==> src/rtl/onewire_uart_pkg.sv <==
// Shared types and constants for the one-wire UART passthrough bridge.
//   state_t        : bridge FSM states (TX and RX share one FSM for turnaround)
//   UART_DATA_BITS : data bits per 8N1 frame
//   cnt_width()    : counter width able to hold values 0 .. n-1
package onewire_uart_pkg;

  typedef enum logic [2:0] {
    IDLE,
    TX_START,
    TX_DATA,
    TX_STOP,
    TX_HOLD,
    RX_START,
    RX_DATA,
    RX_STOP
  } state_t;

  localparam int unsigned UART_DATA_BITS = 8;

  function automatic int unsigned cnt_width(input int unsigned n);
    return (n > 1) ? $clog2(n) : 1;
  endfunction

endpackage

==> src/rtl/onewire_uart_bridge_sync.sv <==
// sync_falling_edge: 2-FF synchronizer for an asynchronous line plus a
// registered previous value for falling-edge detection.
//   clk_i  : sampling clock
//   rst_ni : synchronous active-low reset (all stages reset to idle-high)
//   d_i    : asynchronous line input
//   sync_o : synchronized line value
//   fall_o : high for one cycle when sync_o goes 1 -> 0
module sync_falling_edge (
  input  logic clk_i,
  input  logic rst_ni,
  input  logic d_i,
  output logic sync_o,
  output logic fall_o
);

  logic meta_q;
  logic sync_q;
  logic prev_q;

  always_ff @(posedge clk_i) begin
    if (!rst_ni) begin
      meta_q <= 1'b1;
      sync_q <= 1'b1;
      prev_q <= 1'b1;
    end else begin
      meta_q <= d_i;
      sync_q <= meta_q;
      prev_q <= sync_q;
    end
  end

  assign sync_o = sync_q;
  assign fall_o = prev_q & ~sync_q;

endmodule

==> src/rtl/onewire_uart_bridge.sv <==
// onewire_uart_bridge: half-duplex 8N1 UART engine for ESC passthrough.
// Bytes from the host FIFO are serialized onto the motor pad through the
// serial/DSHOT pad mux; bytes sampled from the pad are returned as pulses.
// TX and RX never overlap; after a transmission the line is held idle-high
// for HOLD_CLKS cycles before the driver is released.
//   wb_clk_i       : system clock
//   wb_rst_ni      : synchronous active-low reset
//   enable_i       : passthrough active (dropping it aborts any frame)
//   tx_data_i/tx_valid_i/tx_ready_o : byte-in handshake
//   rx_data_o/rx_valid_o            : received byte, one-cycle pulse
//   rx_frame_err_o : one-cycle pulse, stop bit low, byte discarded
//   busy_o         : FSM not idle
//   serial_tx_o/serial_oe_o : line drive value / drive enable
//   serial_rx_i    : asynchronous line sample
module onewire_uart_bridge
  import onewire_uart_pkg::*;
#(
  parameter int unsigned CLKS_PER_BIT = 3750,
  parameter int unsigned HOLD_CLKS    = 3750
) (
  input  logic       wb_clk_i,
  input  logic       wb_rst_ni,
  input  logic       enable_i,
  input  logic [7:0] tx_data_i,
  input  logic       tx_valid_i,
  output logic       tx_ready_o,
  output logic [7:0] rx_data_o,
  output logic       rx_valid_o,
  output logic       rx_frame_err_o,
  output logic       busy_o,
  output logic       serial_tx_o,
  output logic       serial_oe_o,
  input  logic       serial_rx_i
);

  localparam int unsigned CW = cnt_width(CLKS_PER_BIT);
  localparam int unsigned HW = cnt_width(HOLD_CLKS);

  localparam logic [CW-1:0] BIT_LAST  = CW'(CLKS_PER_BIT - 1);
  localparam logic [CW-1:0] HALF_LAST = CW'(CLKS_PER_BIT / 2 - 1);
  localparam logic [HW-1:0] HOLD_LAST = HW'(HOLD_CLKS - 1);
  localparam logic [2:0]    IDX_LAST  = 3'(UART_DATA_BITS - 1);

  state_t        state_q;
  logic [CW-1:0] cnt_q;
  logic [HW-1:0] hold_q;
  logic [2:0]    idx_q;
  logic [7:0]    tx_shift_q;
  logic [7:0]    rx_shift_q;
  logic [7:0]    rx_data_q;
  logic          rx_valid_q;
  logic          rx_err_q;
  logic          tx_q;
  logic          oe_q;

  logic rx_sync;
  logic rx_fall;
  logic tx_ready;
  logic tx_accept;

  sync_falling_edge u_sync (
    .clk_i  (wb_clk_i),
    .rst_ni (wb_rst_ni),
    .d_i    (serial_rx_i),
    .sync_o (rx_sync),
    .fall_o (rx_fall)
  );

  // Ready is combinational so a byte offered in the last stop-bit cycle
  // starts the next frame without an idle gap. In IDLE a line that is low or
  // just fell belongs to RX, so TX never wins against an incoming start bit.
  always_comb begin
    tx_ready = 1'b0;
    if (wb_rst_ni && enable_i) begin
      case (state_q)
        IDLE:    tx_ready = rx_sync & ~rx_fall;
        TX_STOP: tx_ready = (cnt_q == BIT_LAST);
        TX_HOLD: tx_ready = 1'b1;
        default: tx_ready = 1'b0;
      endcase
    end
  end

  assign tx_accept = tx_valid_i & tx_ready;

  always_ff @(posedge wb_clk_i) begin
    if (!wb_rst_ni) begin
      state_q    <= IDLE;
      cnt_q      <= '0;
      hold_q     <= '0;
      idx_q      <= '0;
      tx_shift_q <= '0;
      rx_shift_q <= '0;
      rx_data_q  <= '0;
      rx_valid_q <= 1'b0;
      rx_err_q   <= 1'b0;
      tx_q       <= 1'b1;
      oe_q       <= 1'b0;
    end else begin
      rx_valid_q <= 1'b0;
      rx_err_q   <= 1'b0;
      if (!enable_i) begin
        state_q <= IDLE;
        tx_q    <= 1'b1;
        oe_q    <= 1'b0;
        cnt_q   <= '0;
        hold_q  <= '0;
        idx_q   <= '0;
      end else if (tx_accept) begin
        // Taken from IDLE, the last stop cycle, or the hold window alike.
        state_q    <= TX_START;
        tx_shift_q <= tx_data_i;
        tx_q       <= 1'b0;
        oe_q       <= 1'b1;
        cnt_q      <= '0;
        hold_q     <= '0;
        idx_q      <= '0;
      end else begin
        case (state_q)
          IDLE: begin
            tx_q <= 1'b1;
            oe_q <= 1'b0;
            if (rx_fall) begin
              state_q <= RX_START;
              cnt_q   <= '0;
            end
          end
          TX_START: begin
            if (cnt_q == BIT_LAST) begin
              cnt_q      <= '0;
              idx_q      <= '0;
              state_q    <= TX_DATA;
              tx_q       <= tx_shift_q[0];
              tx_shift_q <= {1'b1, tx_shift_q[7:1]};
            end else begin
              cnt_q <= cnt_q + CW'(1);
            end
          end
          TX_DATA: begin
            if (cnt_q == BIT_LAST) begin
              cnt_q <= '0;
              if (idx_q == IDX_LAST) begin
                state_q <= TX_STOP;
                tx_q    <= 1'b1;
              end else begin
                idx_q      <= idx_q + 3'd1;
                tx_q       <= tx_shift_q[0];
                tx_shift_q <= {1'b1, tx_shift_q[7:1]};
              end
            end else begin
              cnt_q <= cnt_q + CW'(1);
            end
          end
          TX_STOP: begin
            if (cnt_q == BIT_LAST) begin
              cnt_q   <= '0;
              hold_q  <= '0;
              state_q <= TX_HOLD;
            end else begin
              cnt_q <= cnt_q + CW'(1);
            end
          end
          TX_HOLD: begin
            if (hold_q == HOLD_LAST) begin
              state_q <= IDLE;
              oe_q    <= 1'b0;
            end else begin
              hold_q <= hold_q + HW'(1);
            end
          end
          RX_START: begin
            if (cnt_q == HALF_LAST) begin
              cnt_q <= '0;
              idx_q <= '0;
              // A start bit that is high again at its midpoint was noise.
              state_q <= rx_sync ? IDLE : RX_DATA;
            end else begin
              cnt_q <= cnt_q + CW'(1);
            end
          end
          RX_DATA: begin
            if (cnt_q == BIT_LAST) begin
              cnt_q      <= '0;
              rx_shift_q <= {rx_sync, rx_shift_q[7:1]};
              if (idx_q == IDX_LAST) begin
                state_q <= RX_STOP;
              end else begin
                idx_q <= idx_q + 3'd1;
              end
            end else begin
              cnt_q <= cnt_q + CW'(1);
            end
          end
          RX_STOP: begin
            if (cnt_q == BIT_LAST) begin
              cnt_q   <= '0;
              state_q <= IDLE;
              if (rx_sync) begin
                rx_data_q  <= rx_shift_q;
                rx_valid_q <= 1'b1;
              end else begin
                rx_err_q <= 1'b1;
              end
            end else begin
              cnt_q <= cnt_q + CW'(1);
            end
          end
          default: state_q <= IDLE;
        endcase
      end
    end
  end

  assign tx_ready_o     = tx_ready;
  assign rx_data_o      = rx_data_q;
  assign rx_valid_o     = rx_valid_q;
  assign rx_frame_err_o = rx_err_q;
  assign busy_o         = (state_q != IDLE);
  assign serial_tx_o    = tx_q;
  assign serial_oe_o    = oe_q;

endmodule

==> config.mk <==
export PLATFORM = sky130hd
export DESIGN_NAME = onewire_uart_bridge
export DESIGN_NICKNAME = d
export VERILOG_FILES = /design/src/rtl/onewire_uart_pkg.sv /design/src/rtl/onewire_uart_bridge_sync.sv /design/src/rtl/onewire_uart_bridge.sv
export SDC_FILE = /design/constraint.sdc
export NUM_CORES = 1
export LEC_CHECK = 0
export CAP_MARGIN = 20
export CORE_MARGIN = 2
export CORE_UTILIZATION = 50
export CTS_CLUSTER_DIAMETER = 100
export DETAILED_ROUTE_END_ITERATION = 12
export PLACE_DENSITY = 0.82
export RECOVER_POWER = 50
export SYNTH_ARGS = -nofsm -noshare
export SYNTH_HDL_FRONTEND = slang
export SYNTH_HIERARCHICAL = 1
export SYNTH_SLANG_ARGS = --single-unit
==> constraint.sdc <==
create_clock -name wb_clk_i -period 2.5 [get_ports wb_clk_i]
set_input_delay 0.5 -clock wb_clk_i [delete_from_list [all_inputs] [get_ports wb_clk_i]]
set_output_delay 0.5 -clock wb_clk_i [all_outputs]
set_load 0.01 [all_outputs]
# After elaboration in Yosys (flattened, before gate mapping)
# Index checks and enable logic that the tools add are counted.
# Widths: inputs -> output; s select.
dict set report totals {
  ff_bits 61
  inputBits 13
  output_inout_bits 14
  word_cells 128
}
dict set report classes {
  n_addsub 3
  n_eq_ne 35
  n_mux 41
  bitwise_logic 10
  n_reduce_logical 24
}
# op count
set op_table {}
lappend op_table {{$mux 12} 5}
lappend op_table {{$mux 3} 14}
lappend op_table {{$pmux 12 s3} 1}
lappend op_table {{$ne 3x3->1 const B} 11}
lappend op_table {{$mux 8} 4}
lappend op_table {{$add 12x1->12 const B} 2}
lappend op_table {{$eq 12x12->1 const B} 2}
lappend op_table {{$ne 2x2->1 const B} 12}
lappend op_table {{$pmux 12 s2} 1}
lappend op_table {{$pmux 3 s8} 1}
lappend op_table {{$reduce_and 10->1} 2}
lappend op_table {{$pmux 8 s2} 1}
lappend op_table {{$eq 3x3->1 const B} 5}
lappend op_table {{$reduce_and 5->1} 3}
lappend op_table {{$reduce_bool 3->1} 5}
lappend op_table {{$eq 12x11->1 const B} 1}
lappend op_table {{$mux 1} 10}
lappend op_table {{$reduce_or 5->1} 2}
lappend op_table {{$pmux 3 s3} 1}
lappend op_table {{$not 1->1} 7}
lappend op_table {{$eq 3x2->1 const B} 2}
lappend op_table {{$pmux 1 s3} 2}
lappend op_table {{$reduce_and 2->1} 3}
lappend op_table {{$reduce_and 3->1} 2}
lappend op_table {{12 further kinds} 14}

# Longest topological paths before layout
# Gate-level depths: netlist of the first run.
dict set report logic_depth {
  ltp_word 9
  depth_mapped 9
  ltp_nobuf 7
}

# Cells and area by module
# The synthesis of the first run kept the hierarchy.
# mod instances cells_each area_per_inst_um2 seq_area_each_um2
set modules_own_cells {}
lappend modules_own_cells {onewire_uart_bridge 1 347 2985.4 1161.1}
lappend modules_own_cells {sync_falling_edge 1 7 85.1 60.1}

# Worst setup path after synthesis of the first run
# OpenSTA, ideal clock, no wires.
dict set report synth_path {
  kind {flip-flop to output port}
  start {register cnt_q[2]}
  end {output tx_ready_o}
  t_arrival_ns 1.936
  required_ns 2.000
  slack_ns 0.064
  stages_incl_launch_ff 7
  path_buffers 3
  path_cell_list {dfxtp_1 or3b_1 buf_2 or4_4 buf_6 buf_2 a21oi_1}
}
dict set report synth_via {
  elab_chain_len 3
}
# item line_no
set synth_lines {}
lappend synth_lines {{start, declared} onewire_uart_bridge.sv:45} ;# logic [CW-1:0] cnt_q;
lappend synth_lines {{start signal, assigned} onewire_uart_bridge.sv:136} ;# cnt_q <= cnt_q + CW'(1);
lappend synth_lines {{start signal, assigned} onewire_uart_bridge.sv:151} ;# cnt_q <= cnt_q + CW'(1);
lappend synth_lines {{start signal, assigned} onewire_uart_bridge.sv:160} ;# cnt_q <= cnt_q + CW'(1);
lappend synth_lines {{$eq 12x12->1} onewire_uart_bridge.sv:77} ;# TX_STOP: tx_ready = (cnt_q == BIT_LAST);
lappend synth_lines {{$pmux 1 s3} onewire_uart_bridge.sv:75} ;# case (state_q)
lappend synth_lines {{$mux 1} onewire_uart_bridge.sv:74} ;# if (wb_rst_ni && enable_i) begin
lappend synth_lines {{end, declared} onewire_uart_bridge.sv:26} ;# output logic tx_ready_o,
# Every way passes these cells.

# Final worst setup path of the first run
dict set report layout_path {
  start {register cnt_q[8]}
  end {output tx_ready_o}
}
# Same word-level chain as after synthesis.

==> flow_summary.ini, run 1 <==
[run_status]
status = finished, final reports clean

[synth]
ys_top_cells_by_count = 61 x dfxtp_1, 37 x nor2_1, 33 x nand2_1
yosys-top-cells-area = dfxtp_1 40%, mux2i_1 4.9%, xnor2_1 4.6%, nor2_1 4.5%, nand2_1 4.0%
synth_warnings = 6
synth_cell_type_count = 58
yosysMostFrequentCell = dfxtp_1
synthArstFlopShare_pct = 0
synth_edf_count = 0
synth_top_area_cell = dfxtp_1
yosysSeqAreaShare_pct = 39.8
synth_top_cell_area_share_pct = 39.8
syn_area_per_cell_um2 = 8.67
syn-num-nets = 374
syn_inst = 354
ys_seq_elements = 61
synthFlopType = dfxtp_1
synth_area_um2 = 3070

[critical_path]
path_class = reg2out
arrival_ns = 1.88
worstPathMaxFanout = 2
start_kind = flop
required_ns = 2.00
endpoint_kind = output pin

[global_routing]
grt_max_degree = 22
antenna_found_initial = 0
grtUsageTotal_pct = 22.8
grt_pass1_vias = 2583
grt_pass1_wl_um = 11800
grt-ovfl-total = 0

[timing]
max_slew_margin_pct = 58.1
finalSetupViolations = 0
fmax_ghz = 0.420
slew_violations = 0
hold_viol_final = 0
rsz0062_at_grt = no
period_minus_slack_ns = 2.38
setup_ws_ns = 0.116
tightest_slew_ns = 0.629
fin_crit_sh_pct = 95.3
skew_ns = 0.00858
tns_ns = 0

[cts]
clk_latency_ns = 0.34
cts_hold_buf = 0
cts_buffers = 9
postCtsSetupBuffers = 0
cts_root_buffer = clkbuf_8
cts_max_path_buffers = 2
cts_tree = built
h-tree-depth = 3
clkSlewWorstSetupHoldPaths_ns = 0.07
numClockSinks = 61

[die]
io_pins = 27
die_w_um = 82.4
rows = 28
die_y_um = 82.4
die_area_um2 = 6780
initial_core_util_pct = 51.9
core_area_um2 = 5920

[hold_path]
worstHoldPathType = reg2reg

[layout]
num_antenna_cells = 0
area_growth_pct = 23.6
fin_nets = 421
instances_no_fill = 481
drive_above_1_share_pct = 13.1
num-fill-cells = 494

[power]
leakage_nw = 1.34
finalPower_w = 0.00228
ir_worst_vdd_mv = 0.306
power_density_nw_per_um2 = 600

[detailed_routing]
drt_iter0_drc = 187
viasPerCell = 5.74
routed_wl_um = 6960
wl_per_cell_um = 14.5
vias = 2762
drc = 0
ant_nets = 0
dr.pass1.iters = 5

[placement]
port_buffers = 26
placed_cells = 465
pre_cts_ws_ns = 0.0369
dpl.hpwl_um = 4990
place_congestion = 0.877

[run]
drv_cap = 0
flip-flops by register name, indices dropped and copies added, names as in the netlist, 3 cells and up:
register and cells:
cnt_q 12, hold_q 12, idx_q 3, rx_data_o 8, rx_shift_q 8, state_q 3, tx_shift_q 8
final timing paths:
kind | start | to | slack [ns] | depth (start not counted)
worst max-delay path | cnt_q[8] | tx_ready_o | 0.12 | 4
worst min-delay path | u_sync/meta_q | u_sync/sync_o | 0.42 | 1
worst max register to register | cnt_q[8] | state_q[2] | 0.17 | 7
worst min register to register | u_sync/meta_q | u_sync/sync_o | 0.42 | 1
routing by layer:
| layer | up-vias | track usage (%) | wire [µm] |
|---|---|---|---|
| li1 | 1382 | - | - |
| met1 | 1293 | 28.5 | 3130 |
| met2 | 71 | 36.6 | 3350 |
| met3 | 16 | 5.43 | 338 |
| met4 | 0 | 11.7 | 136 |
| met5 | - | 0 | 0 |
what timing repair did:
item	in CTS	in global routing
endpoints found under the hold margin	0	0
setup endpoints to repair	1	8
resized for setup	4	2
pin swaps	0	0
through the flow:
stage / utilization, % / cell area (µm²) / hold slack, ns
floorplan: - / 3070 / 0.386
global placement: 60.0 / 3550 / 0.389
detailed placement: 60.0 / 3550 / 0.414
CTS: 64.5 / 3820 / 0.430
global route: 64.1 / 3800 / 0.462
finish: 64.1 / 3800 / 0.421
critical path, cell delays in order, from the launching register on:
cell     delay, ns
dfxtp_1       0.32
or3b_1        0.39
or4_4         0.53
a21oi_2       0.16
buf_2         0.15
placed cells by master (no fill, tap or decap), drive strengths merged, types with 10 or more instances in the layout:
cell type | synthesis | layout
nor2 | 37 | 37
nand2 | 33 | 33
inv | 10 | 10
dfxtp | 61 | 61
a21oi | 19 | 19
dlygate4sd3 | 0 | 13
buf | 5 | 21
o21ai | 15 | 15
xnor2 | 16 | 16
mux2i | 15 | 15
clkdlybuf4s50 | 0 | 12
nand3 | 24 | 24
clkbuf | 12 | 17
cell type report:
type | instances | area (µm²) | share of cell area (%)
Sequential cell | 61 | 1220 | 32.2
Clock buffer | 10 | 128 | 3.36
Clock inverter | 6 | 135 | 3.56
Tap cell | 75 | 93.8 | 2.47
Inverter | 11 | 41.3 | 1.09
Multi-Input combinational cell | 265 | 1740 | 45.9
Timing Repair Buffer | 53 | 434 | 11.4
report_power, final:
part / switching (W) / leakage, nW / internal (W)
sequential: 0.00000496 / 0.492 / 0.000979
clock: 0.000392 / 0.123 / 0.000763
combinational: 0.0000785 / 0.725 / 0.0000591
total: 0.000475 / 1.34 / 0.00180
logic make-up after synthesis:
kind of cell / Yosys count / synth area share (%)
AOI/OAI and AO/OA: 74 / 17.3
xor gates and xnor gates: 17 / 4.85
adders and majority gates: 7 / 2.85
and+or+nand+nor: 152 / 26.6
DFF: 61 / 39.8
muxes: 15 / 4.89
buffers and inverters: 28 / 3.75
No activity file was read; power rests on OpenSTA's default activity.
==> run 2: changes to the inputs <==
- CORE_UTILIZATION: 50 -> 46
- CTS_CLUSTER_SIZE: default -> 28
- PLACE_DENSITY: 0.82 -> 0.77
==> flow_summary.ini, run 2 (same netlist as run 1, synthesis figures left out) <==
[placement]
dpl.hpwl_um = 4950
port_buffers = 26
place_congestion = 0.880
dpl_cell_area_um2 = 3550

[power]
leakage_nw = 1.30
switchingPower_w = 0.000471
ir_worst_vdd_mv = 0.313
swShare_pct = 24.0
p_clk_share_pct = 43.0
p_comb_share_pct = 6.9
power_density_nw_per_um2 = 528
power_frac_seq_pct = 50.1
p_int_w = 0.00149

[critical_path]
worstPathMaxFanout = 2
rr_startpoint = cnt_q[8]
r2r_cells = 6
timing.critical_path.to = tx_ready_o
endpoint_kind = output pin
arrival_ns = 1.89
crit_path_start = cnt_q[8]
reg2reg_setup_slack_ns = 0.19
r2r_end = tx_shift_q[0]
start_kind = flop
required_ns = 2.00
path_class = reg2out

[timing]
finalSetupViolations = 0
hold_viol_final = 0
max_slew_margin_pct = 55.8
rsz0062_at_grt = no
skew_ns = 0.0102
fin_crit_sh_pct = 95.5
tns_ns = 0
fmax_ghz = 0.419
period_minus_slack_ns = 2.39
tightest_slew_ns = 0.663
slew_violations = 0
holdWs_ns = 0.412

[run]
drv_cap = 0

[global_routing]
met2_usage_pct = 31.3
busiest_layer = met2
grt_pass1_vias = 2470
grt_max_degree = 26
use_met3_pct = 5.20
gr-usage-met1_pct = 25.7
antenna_found_initial = 0
grt-ovfl-total = 0
grtUsageTotal_pct = 19.8
grt_pass1_wl_um = 11500

[layout]
finish.utilization_pct = 58.2
final_cell_area_um2 = 3710
num_antenna_cells = 0
fin_nets = 420
area_growth_pct = 21.0
drive_above_1_share_pct = 12.8
largestRegisters = cnt_q x12, hold_q x12
final_common_cell = dfxtp_1
mostFrequentLayoutCells = 61 x dfxtp_1, 37 x nor2_1, 33 x nand2_1

[detailed_routing]
dr.pass1.iters = 4
viasPerCell = 5.61
drc = 0
ant_nets = 0
vias = 2703
wl_per_cell_um = 14.4
drt_iter0_drc = 147
routed_wl_um = 6920

[cts]
numClockSinks = 61
clk_latency_ns = 0.34
cts_max_path_buffers = 2
cts_hold_buf = 0
cts_buffers = 9
cts_tree = built
postCtsSetupBuffers = 0
cts_root_buffer = clkbuf_8
h-tree-depth = 3
clkSlewWorstSetupHoldPaths_ns = 0.07

[hold_path]
worstHoldPathType = reg2reg

[die]
io_pins = 27
core_area_um2 = 6390
initial_core_util_pct = 48.1
die_y_um = 85.7
die_w_um = 85.7
die_area_um2 = 7340
rows = 29

[run_status]
status = finished, final reports clean
[run 2: cell types whose count changed in the layout (fill, tap and decap cells not counted), sizes merged]
cell and change:
clkbuf -2, bufinv -3, clkinvlp -1, clkinv +5
[run 2: final cells by class]
cell class,instances,area [µm²]
clock buffers,9,124
inverters,11,41.3
well taps,77,96.3
clock inverters,7,66.3
multi-input cells,265,1740
repair buffers,52,429
flip-flops and latches,61,1220
fillers,560,2670
[run 2: worst min path at each step]
| stage | cells after the start | to | slack (ns) | from |
|---|---|---|---|---|
| 2_1_floorplan | 1 | u_sync/sync_o | 0.39 | u_sync/meta_q |
| 3_3_place_gp | 1 | u_sync/sync_o | 0.40 | u_sync/meta_q |
| 3_5_place_dp | 1 | u_sync/sync_o | 0.40 | u_sync/meta_q |
| 4_1_cts | 1 | u_sync/sync_o | 0.42 | u_sync/meta_q |
| 5_1_grt | 1 | u_sync/sync_o | 0.43 | u_sync/meta_q |
| 6_report | 1 | u_sync/sync_o | 0.41 | u_sync/meta_q |
[run 2: power by group through the flow]
stage                     clock (W)  sequential (W)  combinational, W
after floorplan                   0         0.00100         0.0000725
after global placement            0         0.00101          0.000132
after detailed placement          0         0.00101          0.000135
after CTS                  0.000865        0.000983          0.000136
after global routing       0.000909        0.000983          0.000146
final                      0.000843        0.000983          0.000135
[run 2: repair_timing]
action,4_1_cts,5_1_grt
pin swaps,1,1
endpoints found under the setup margin,1,8
gates resized for setup,4,2
[run 2: worst max-delay path, cell delays in order (launching register included)]
cell	delay (ns)
dfxtp_1	0.31
or3b_1	0.39
or4_4	0.54
a21oi_2	0.16
buf_2	0.14
[run 2: stage by stage]
| step | total power [W] | std cells | worst slack, ns |
|---|---|---|---|
| CTS | 0.00198 | 482 | 0.00191 |
| detailed placement | 0.00114 | 466 | 0.00817 |
| floorplan | 0.00108 | 354 | 0.0635 |
| finish | 0.00196 | 482 | 0.112 |
| global placement | 0.00114 | 466 | 0.0232 |
| global route | 0.00204 | 482 | 0.0502 |
[run 2: layer usage]
metal / vias to the layer above / wire [µm] / part of all wire (%)
li1: 1373 / - / -
met1: 1266 / 3290 / 48
met2: 54 / 3200 / 46
met3: 10 / 318 / 4.6
met4: 0 / 117 / 1.7
met5: - / 0 / 0
==> run 3: changes to the inputs <==
- GPL_TIMING_DRIVEN: default -> 0
- SLEW_MARGIN: default -> 15
- clock period: 2.5 -> 2.6 ns (I/O delays scaled with it)
==> flow_summary.ini, run 3 (same netlist as run 1, synthesis figures left out) <==
[layout]
drive_above_1_share_pct = 11.4
area_growth_pct = 18.2
num-fill-cells = 584
multi_input_area_um2 = 1750
regArea_um2 = 1230
final_cell_area_um2 = 3630
final_common_cell = dfxtp_1
fin_nets = 411
largestRegisters = cnt_q x12, hold_q x12
mostFrequentLayoutCells = 56 x dfxtp_1, 37 x nor2_1, 33 x nand2_1
num_antenna_cells = 0

[critical_path]
arrival_ns = 2.02
start_kind = flop
path_class = reg2out
rr_startpoint = cnt_q[8]
required_ns = 2.08
worstPathMaxFanout = 11
r2r_cells = 7
reg2reg_setup_slack_ns = 0.19
endpoint_kind = output pin
crit_path_start = cnt_q[8]

[timing]
hold_viol_final = 0
holdWs_ns = 0.410
fin_crit_sh_pct = 97.8
tns_ns = 0
finalSetupViolations = 0
slew_violations = 0
period_minus_slack_ns = 2.54
rsz0062_at_grt = no
max_slew_margin_pct = 53.4
tightest_slew_ns = 0.699
skew_ns = 0.0129
fmax_ghz = 0.393

[die]
io_pins = 27
initial_core_util_pct = 48.1
die_area_um2 = 7340
core_area_um2 = 6390
rows = 29
die_w_um = 85.7
die_y_um = 85.7

[power]
power_frac_seq_pct = 52.5
p_int_w = 0.00133
swShare_pct = 26.0
p_comb_share_pct = 6.5
leakage_nw = 1.23
power_density_nw_per_um2 = 496
p_clk_share_pct = 41.0
ir_worst_vdd_mv = 0.406
switchingPower_w = 0.000468

[placement]
dpl.hpwl_um = 4870
port_buffers = 25
place_congestion = 0.889
dpl_cell_area_um2 = 3420

[detailed_routing]
ant_nets = 0
wl_per_cell_um = 14.7
drt_iter0_drc = 172
drc = 0
routed_wl_um = 6940
viasPerCell = 5.74
vias = 2715
dr.pass1.iters = 5

[hold_path]
hp-start = u_sync/meta_q
min_path_cells = 1
worstHoldPathType = reg2reg

[global_routing]
grtUsageTotal_pct = 20.0
grt_max_degree = 13
antenna_found_initial = 0
grt_pass1_wl_um = 11700
grt_pass1_vias = 2535
grt-ovfl-total = 0

[run_status]
status = finished, final reports clean

[run]
drv_cap = 0

[cts]
cts_max_path_buffers = 2
clk_latency_ns = 0.35
numClockSinks = 61
cts_root_buffer = clkbuf_8
clkSlewWorstSetupHoldPaths_ns = 0.06
h-tree-depth = 3
cts_hold_buf = 0
cts_tree = built
cts_buffers = 9
## run 3: changes by cell type in the layout (fill, tap and decap cells not counted), moves of 3 or more
cell | previous run | this run
buf_4 | 20 | 6
dfxtp_1 | 61 | 56
clkbuf_1 | 5 | 9
dfxtp_4 | 0 | 3
## run 3: critical path: stages, from the launching register on
cell and delay (ns):
dfxtp_1 0.34, or3b_4 0.41, or4_4 0.61, a21oi_2 0.17, buf_2 0.15
## run 3: per-stage QoR
step	setup slack [ns]	utilization [%]	cells	power, W
CTS	-0.0407	57.0	472	0.00182
global placement	-0.495	53.5	456	0.00108
detailed placement	-0.496	53.5	456	0.00108
finish	0.0575	56.8	473	0.00180
global route	0.0155	56.8	473	0.00188
floorplan	0.144	-	354	0.00104
## run 3: worst paths after layout
| kind | end |
|---|---|
| setup / recovery | tx_ready_o |
| hold reg to reg | u_sync/sync_o |
| hold / removal | u_sync/sync_o |
| setup reg to reg | state_q[2] |
## run 3: metal layers
layer	up-vias	part of all wire [%]	GRT usage (%)
li1	1353	-	-
met1	1296	46	25.6
met5	-	0	0
met2	54	48	32.2
met3	12	4.1	5.10
met4	0	1.7	8.08
## run 3: final cells by class
type,count,share of cell area [%]
clock buffer,9,3.41
inverter,11,1.14
multi-input combinational,265,48.1
tap,77,2.65
buffer,11,1.14
timing repair buffer,32,8.14
sequential,61,34.0
clock inverter,7,1.41
## run 3: power groups by stage
stage	clock network (W)	registers (W)	logic, W
floorplan	0	0.000966	0.0000697
global route	0.000803	0.000945	0.000128
global placement	0	0.000967	0.000116
detailed placement	0	0.000967	0.000118
CTS	0.000756	0.000945	0.000117
finish	0.000737	0.000945	0.000117
## run 3: what timing repair did
item / in CTS / in global routing
pin swaps: 4 / 4
resized for setup: 19 / 3
setup buffers: 4 / 3
endpoints found under the setup margin: 1 / 24
